[config.mk]
export PLATFORM = sky130hd
export DESIGN_NAME = ws_systolic_array_4x4
export DESIGN_NICKNAME = d
export VERILOG_FILES = /design/src/rtl/ws_sa_pkg.sv /design/src/rtl/ws_pe.sv /design/src/rtl/ws_systolic_array_4x4.sv
export SDC_FILE = /design/constraint.sdc
export NUM_CORES = 2
export LEC_CHECK = 0
export CORE_AREA = 2 2 326 328
export DETAILED_ROUTE_END_ITERATION = 16
export DIE_AREA = 0 0 328 330
export HOLD_SLACK_MARGIN = 0.06
export PLACE_DENSITY = 0.68
export SYNTH_ARGS = -nofsm -noshare
export SYNTH_HDL_FRONTEND = slang
export SYNTH_SLANG_ARGS = --single-unit
[constraint.sdc]
create_clock -name clk -period 7.2 [get_ports clk]
set_input_delay 2.16 -clock clk [delete_from_list [all_inputs] [get_ports clk]]
set_output_delay 2.16 -clock clk [all_outputs]
set_load 0.01 [all_outputs]
[src/rtl/ws_sa_pkg.sv]
// Shared constants and types for the 4x4 weight-stationary systolic array.
package ws_sa_pkg;

  localparam int unsigned ARRAY_DIM          = 4;
  localparam int unsigned DEFAULT_DATA_WIDTH = 8;
  localparam int unsigned PSUM_WIDTH         = 2 * DEFAULT_DATA_WIDTH;
  localparam int unsigned CNT_WIDTH          = $clog2(ARRAY_DIM);

  typedef enum logic {
    StIdle,
    StLoad
  } load_st_e;

endpackage

[src/rtl/ws_pe.sv]
// Weight-stationary MAC processing element: holds w, registers f and p every cycle.
// WS_SA_SIGNED_EN selects two's-complement operands instead of unsigned.
module ws_pe
  import ws_sa_pkg::*;
#(
  parameter int unsigned DATA_WIDTH = DEFAULT_DATA_WIDTH
) (
  input  logic                    clk_i,
  input  logic                    rst_i,
  input  logic                    w_we_i,
  input  logic [DATA_WIDTH-1:0]   w_i,
  input  logic [DATA_WIDTH-1:0]   f_i,
  input  logic [2*DATA_WIDTH-1:0] p_i,
  output logic [DATA_WIDTH-1:0]   f_o,
  output logic [2*DATA_WIDTH-1:0] p_o
);

  localparam int unsigned PW = 2 * DATA_WIDTH;

  logic [DATA_WIDTH-1:0] w_q, f_q;
  logic [PW-1:0]         p_q, prod;

`ifdef WS_SA_SIGNED_EN
  logic signed [PW-1:0] f_ext, w_ext;
  assign f_ext = PW'($signed(f_i));
  assign w_ext = PW'($signed(w_q));
  assign prod  = f_ext * w_ext;
`else
  assign prod = PW'(f_i) * PW'(w_q);
`endif

  always_ff @(posedge clk_i) begin
    if (rst_i) begin
      w_q <= '0;
      f_q <= '0;
      p_q <= '0;
    end else begin
      if (w_we_i) begin
        w_q <= w_i;
      end
      f_q <= f_i;
      p_q <= p_i + prod;
    end
  end

  assign f_o = f_q;
  assign p_o = p_q;

endmodule

[src/rtl/ws_systolic_array_4x4.sv]
// 4x4 weight-stationary systolic array: 16 ws_pe tiles plus the row-by-row weight loader.
// WS_SA_SIGNED_EN (passed to ws_pe) enables signed arithmetic.
module ws_systolic_array_4x4
  import ws_sa_pkg::*;
#(
  parameter int unsigned DATA_WIDTH = DEFAULT_DATA_WIDTH
) (
  input  logic                    clk,
  input  logic                    rstn,
  input  logic                    i_start,
  input  logic [DATA_WIDTH-1:0]   i_w_col_1,
  input  logic [DATA_WIDTH-1:0]   i_w_col_2,
  input  logic [DATA_WIDTH-1:0]   i_w_col_3,
  input  logic [DATA_WIDTH-1:0]   i_w_col_4,
  input  logic [DATA_WIDTH-1:0]   i_f_row_1,
  input  logic [DATA_WIDTH-1:0]   i_f_row_2,
  input  logic [DATA_WIDTH-1:0]   i_f_row_3,
  input  logic [DATA_WIDTH-1:0]   i_f_row_4,
  output logic [2*DATA_WIDTH-1:0] o_p_col_1,
  output logic [2*DATA_WIDTH-1:0] o_p_col_2,
  output logic [2*DATA_WIDTH-1:0] o_p_col_3,
  output logic [2*DATA_WIDTH-1:0] o_p_col_4
);

  localparam int unsigned PW = 2 * DATA_WIDTH;

  load_st_e               st_q, st_d;
  logic [CNT_WIDTH-1:0]   cnt_q, cnt_d;
  logic [ARRAY_DIM-1:0]   row_we;

  logic [DATA_WIDTH-1:0] w_col [ARRAY_DIM];
  logic [DATA_WIDTH-1:0] f_row [ARRAY_DIM];
  logic [DATA_WIDTH-1:0] f_in  [ARRAY_DIM][ARRAY_DIM];
  logic [DATA_WIDTH-1:0] f_out [ARRAY_DIM][ARRAY_DIM];
  logic [PW-1:0]         p_in  [ARRAY_DIM][ARRAY_DIM];
  logic [PW-1:0]         p_out [ARRAY_DIM][ARRAY_DIM];

  assign w_col[0] = i_w_col_1;
  assign w_col[1] = i_w_col_2;
  assign w_col[2] = i_w_col_3;
  assign w_col[3] = i_w_col_4;
  assign f_row[0] = i_f_row_1;
  assign f_row[1] = i_f_row_2;
  assign f_row[2] = i_f_row_3;
  assign f_row[3] = i_f_row_4;

  always_ff @(posedge clk) begin
    if (rstn) begin
      st_q  <= StIdle;
      cnt_q <= '0;
    end else begin
      st_q  <= st_d;
      cnt_q <= cnt_d;
    end
  end

  // A start pulse always wins: it rewinds to row 1 without writing on that edge.
  always_comb begin
    st_d   = st_q;
    cnt_d  = cnt_q;
    row_we = '0;
    if (i_start) begin
      st_d  = StLoad;
      cnt_d = '0;
    end else if (st_q == StLoad) begin
      row_we[cnt_q] = 1'b1;
      cnt_d         = cnt_q + 1'b1;
      if (cnt_q == CNT_WIDTH'(ARRAY_DIM - 1)) begin
        st_d = StIdle;
      end
    end
  end

  for (genvar r = 0; r < ARRAY_DIM; r++) begin : g_row
    for (genvar c = 0; c < ARRAY_DIM; c++) begin : g_col
      if (c == 0) begin : g_f_edge
        assign f_in[r][c] = f_row[r];
      end else begin : g_f_chain
        assign f_in[r][c] = f_out[r][c-1];
      end
      if (r == 0) begin : g_p_edge
        assign p_in[r][c] = '0;
      end else begin : g_p_chain
        assign p_in[r][c] = p_out[r-1][c];
      end

      ws_pe #(
        .DATA_WIDTH(DATA_WIDTH)
      ) u_pe (
        .clk_i (clk),
        .rst_i (rstn),
        .w_we_i(row_we[r]),
        .w_i   (w_col[c]),
        .f_i   (f_in[r][c]),
        .p_i   (p_in[r][c]),
        .f_o   (f_out[r][c]),
        .p_o   (p_out[r][c])
      );
    end
  end

  // Features leaving the right edge have no consumer.
  logic unused_f_edge;
  assign unused_f_edge = ^{f_out[0][ARRAY_DIM-1], f_out[1][ARRAY_DIM-1],
                           f_out[2][ARRAY_DIM-1], f_out[3][ARRAY_DIM-1]};

  assign o_p_col_1 = p_out[ARRAY_DIM-1][0];
  assign o_p_col_2 = p_out[ARRAY_DIM-1][1];
  assign o_p_col_3 = p_out[ARRAY_DIM-1][2];
  assign o_p_col_4 = p_out[ARRAY_DIM-1][3];

endmodule

==> summary.txt <==
GRT
  • All-Layer GR Usage: 22.0%
  • Initial antenna violation count: 8
  • Gr ovfl total: 0
  • First-pass GRT wire length: 195 mm
  • Largest net degree at the start of global routing: 182
  • Number of global-route vias before repair: 40200

Final layout
  • Share of layout cells above drive strength 1: 2.04%
  • Nets: 7377
  • # diodes: 0
  • Fillers: 9707
  • Post-layout util: 54.0%
  • Non-Filler Instances: 7432
  • Fin area: 56500 um2
  • P&R area growth vs syn: 8.90%

Timing
  • Final Max Tran Viols: 0
  • FMAX: 0.162 GHz
  • Final worst path period need: 6.18 ns
  • Rel. slew slack: 34.6%
  • Setup_tns: 0 ns
  • Share of the clock period used by the worst path: 85.9%
  • Clock skew: 0.0474 ns
  • Worst Setup Slack, final: 1.02 ns
  • Hold_ws: 0.563 ns
  • Final Hold Fails: 0
  • Final setup viols: 0
  • Worst slew pin tran: 0.981 ns
  • RSZ-0062 raised after global routing: no

Die
  • Die area: 108000 um2
  • Die H: 330 um
  • Core area: 105000 um2
  • Die width: 328 um
  • # IOs: 131
  • Rows: 119
  • Initial Utilization: 49.6%

Clock tree
  • Hold Buf Count CTS: 0
  • Clock slew at reported path FFs: 0.06 ns
  • Post-CTS Setup Inserts: 0
  • H-Tree Depth: 2
  • CTS root buf: clkbuf_16
  • Clk_lat worst skew: 0.67 ns
  • Num CTS Buffers: 57
  • CTS Buffer Depth: 3
  • CTS tree: built
  • Sink Count: 483
  • Post-CTS Resized: 0

Synthesis
  • Post-Synthesis Cells: 5946
  • Post-synthesis net count: 7325
  • Register bit total from synthesis: 483
  • EDFF count, synth: 0
  • Commonest cells post-synth: 1374 x inv_1, 744 x fa_1, 724 x nand2_1, 615 x and2_1, 568 x ha_1
  • Top-area cell type share of the netlist area: 28.7%
  • Most frequent cell after synthesis: inv_1
  • Seq/Total Area, Yosys: 18.6%
  • Top cells by area, synth: fa_1 29%, dfxtp_1 19%, ha_1 14%
  • Async set-reset flop share out of synthesis: 0%
  • Post-Syn Area per Cell: 8.72 um2
  • Cell taking the most area after synthesis: fa_1
  • Post-synthesis cell area: 51900 um2
  • Top_reg_cell synth: dfxtp_1
  • Ys Warns: 0
  • Synth unique cells: 61

Worst setup path
  • Worst reg-to-reg setup slack: 2.45 ns
  • Critical Path RT: 7.72 ns
  • Worst R2R Path Depth: 15
  • Startpoint Class: input port
  • Critical Path End Type: flop
  • Setup CP Type: input port to flop
  • Crit-path max FO: 9
  • CP arrival: 6.70 ns

Min path
  • HP Class: flop to flop
  • Hold Path Stages: 2

Job
  • Max_cap viols: 0

Power and ir drop
  • Power density over cell area: 114 nW/um2
  • LEAKAGE: 28.4 nW
  • Power Total: 6.46 mW
  • Peak VDD IR: 204 uV

Placed design
  • # port buffers: 130
  • Placement Setup Slack: 0.392 ns
  • Dpl cells: 7330
  • Placed Area: 54500 um2
  • DP HPWL: 88.4 mm
  • GPL Wtd Cong: 0.862

Detailed routing
  • Total wire length: 112 mm
  • Drt drc: 0
  • Vias/cell: 5.08
  • Antenna Nets Post-Route: 0
  • WL/cell: 15.1 um
  • First-iteration detailed-routing DRC count: 1522
  • Drt pass-1 iters: 6
  • Via count: 37800

Status
  • Status: complete, no violations
-- cells in the final DEF (no fill, tap or decap), types with 5 or more instances in the layout --
cell type	n
nor2b_1	187
a31oi_1	12
xnor2_1	77
a21oi_1	233
buf_4	13
clkinv_2	7
nor3_1	63
or3_1	10
clkdlybuf4s50_1	129
clkbuf_8	6
o21ai_0	103
nand2_1	724
nor2_1	195
a211oi_1	51
mux2_2	7
a21o_1	43
nor4_1	7
dfxtp_1	483
o21a_1	54
clkbuf_1	8
and2_1	615
xor2_1	53
ha_1	568
nand4_1	7
nand3_1	14
inv_1	1374
o31ai_1	5
bufinv_16	10
fa_1	744
o21bai_1	12
a21boi_0	6
nand2b_1	24
o31a_1	20
clkinv_4	7
and3_1	13
a41oi_1	7
clkbuf_16	58
nor3b_1	10
o211ai_1	14
nand4b_1	5
-- cell families (layout without fill, tap and decap cells) --
| family | count (synthesis) | after routing | share of synthesized area (%) |
|---|---|---|---|
| simple gates | 1888 | 1888 | 18.3 |
| flops | 483 | 483 | 18.6 |
| compound gates | 599 | 599 | 7.22 |
| fa+ha+maj | 1312 | 1312 | 42.4 |
| xor+xnor | 130 | 130 | 2.20 |
| buf+inv | 1526 | 1621 | 11.1 |
| mux | 8 | 8 | 0.171 |
-- sequential cells by signal (all words and copies together) (netlist names) --
register / cells
cnt_q: 2
g_row.g_col.u_pe.f_o: 96
g_row.g_col.u_pe.p_o: 256
g_row.g_col.u_pe.w_q: 128
st_q: 1
-- report_power, final --
group          internal [mW]  switching, mW
clock                   1.89           1.23
combinational          0.196          0.310
sequential              2.73         0.0945
total                   4.82           1.64
-- per-layer routing --
metal | part of all wire (%) | GRT usage [%] | up-vias | wire length (um)
li1 | - | - | 18100 | -
met1 | 42 | 27.2 | 18900 | 47300
met2 | 50 | 39.5 | 645 | 56100
met3 | 4.6 | 3.28 | 186 | 5190
met4 | 3.0 | 6.61 | 14 | 3410
met5 | 0.088 | 0 | - | 99
-- critical path, cell delays in order --
cell	delay, ns
clkdlybuf4s50_1	0.56
and2_1	0.25
fa_1	0.48
inv_1	0.05
fa_1	0.54
inv_1	0.06
fa_1	0.48
inv_1	0.05
fa_1	0.47
inv_1	0.04
ha_1	0.31
o21a_1	0.13
o31a_1	0.12
o31a_1	0.30
o2111a_1	0.25
or3_1	0.29
and3_1	0.16
-- path summary, 6_finish.rpt --
kind,startpoint,to
hold / removal,st_q,st_q
setup / recovery,i_f_row_1[3],g_row[0].g_col[0].u_pe.p_o[13]
setup reg to reg,g_row[1].g_col[3].u_pe.w_q[2],g_row[1].g_col[3].u_pe.p_o[14]
hold reg to reg,st_q,st_q
-- cell type report --
class | instances | area, um2 | share of cell area [%]
clock buffers | 72 | 1560 | 2.77
flip-flops and latches | 483 | 9670 | 17.1
well taps | 1391 | 1740 | 3.08
inverters | 1374 | 5160 | 9.13
repair buffers | 145 | 1440 | 2.56
clock inverters | 30 | 453 | 0.802
multi-input cells | 3937 | 36500 | 64.5
(Power assumes the default switching activity.)
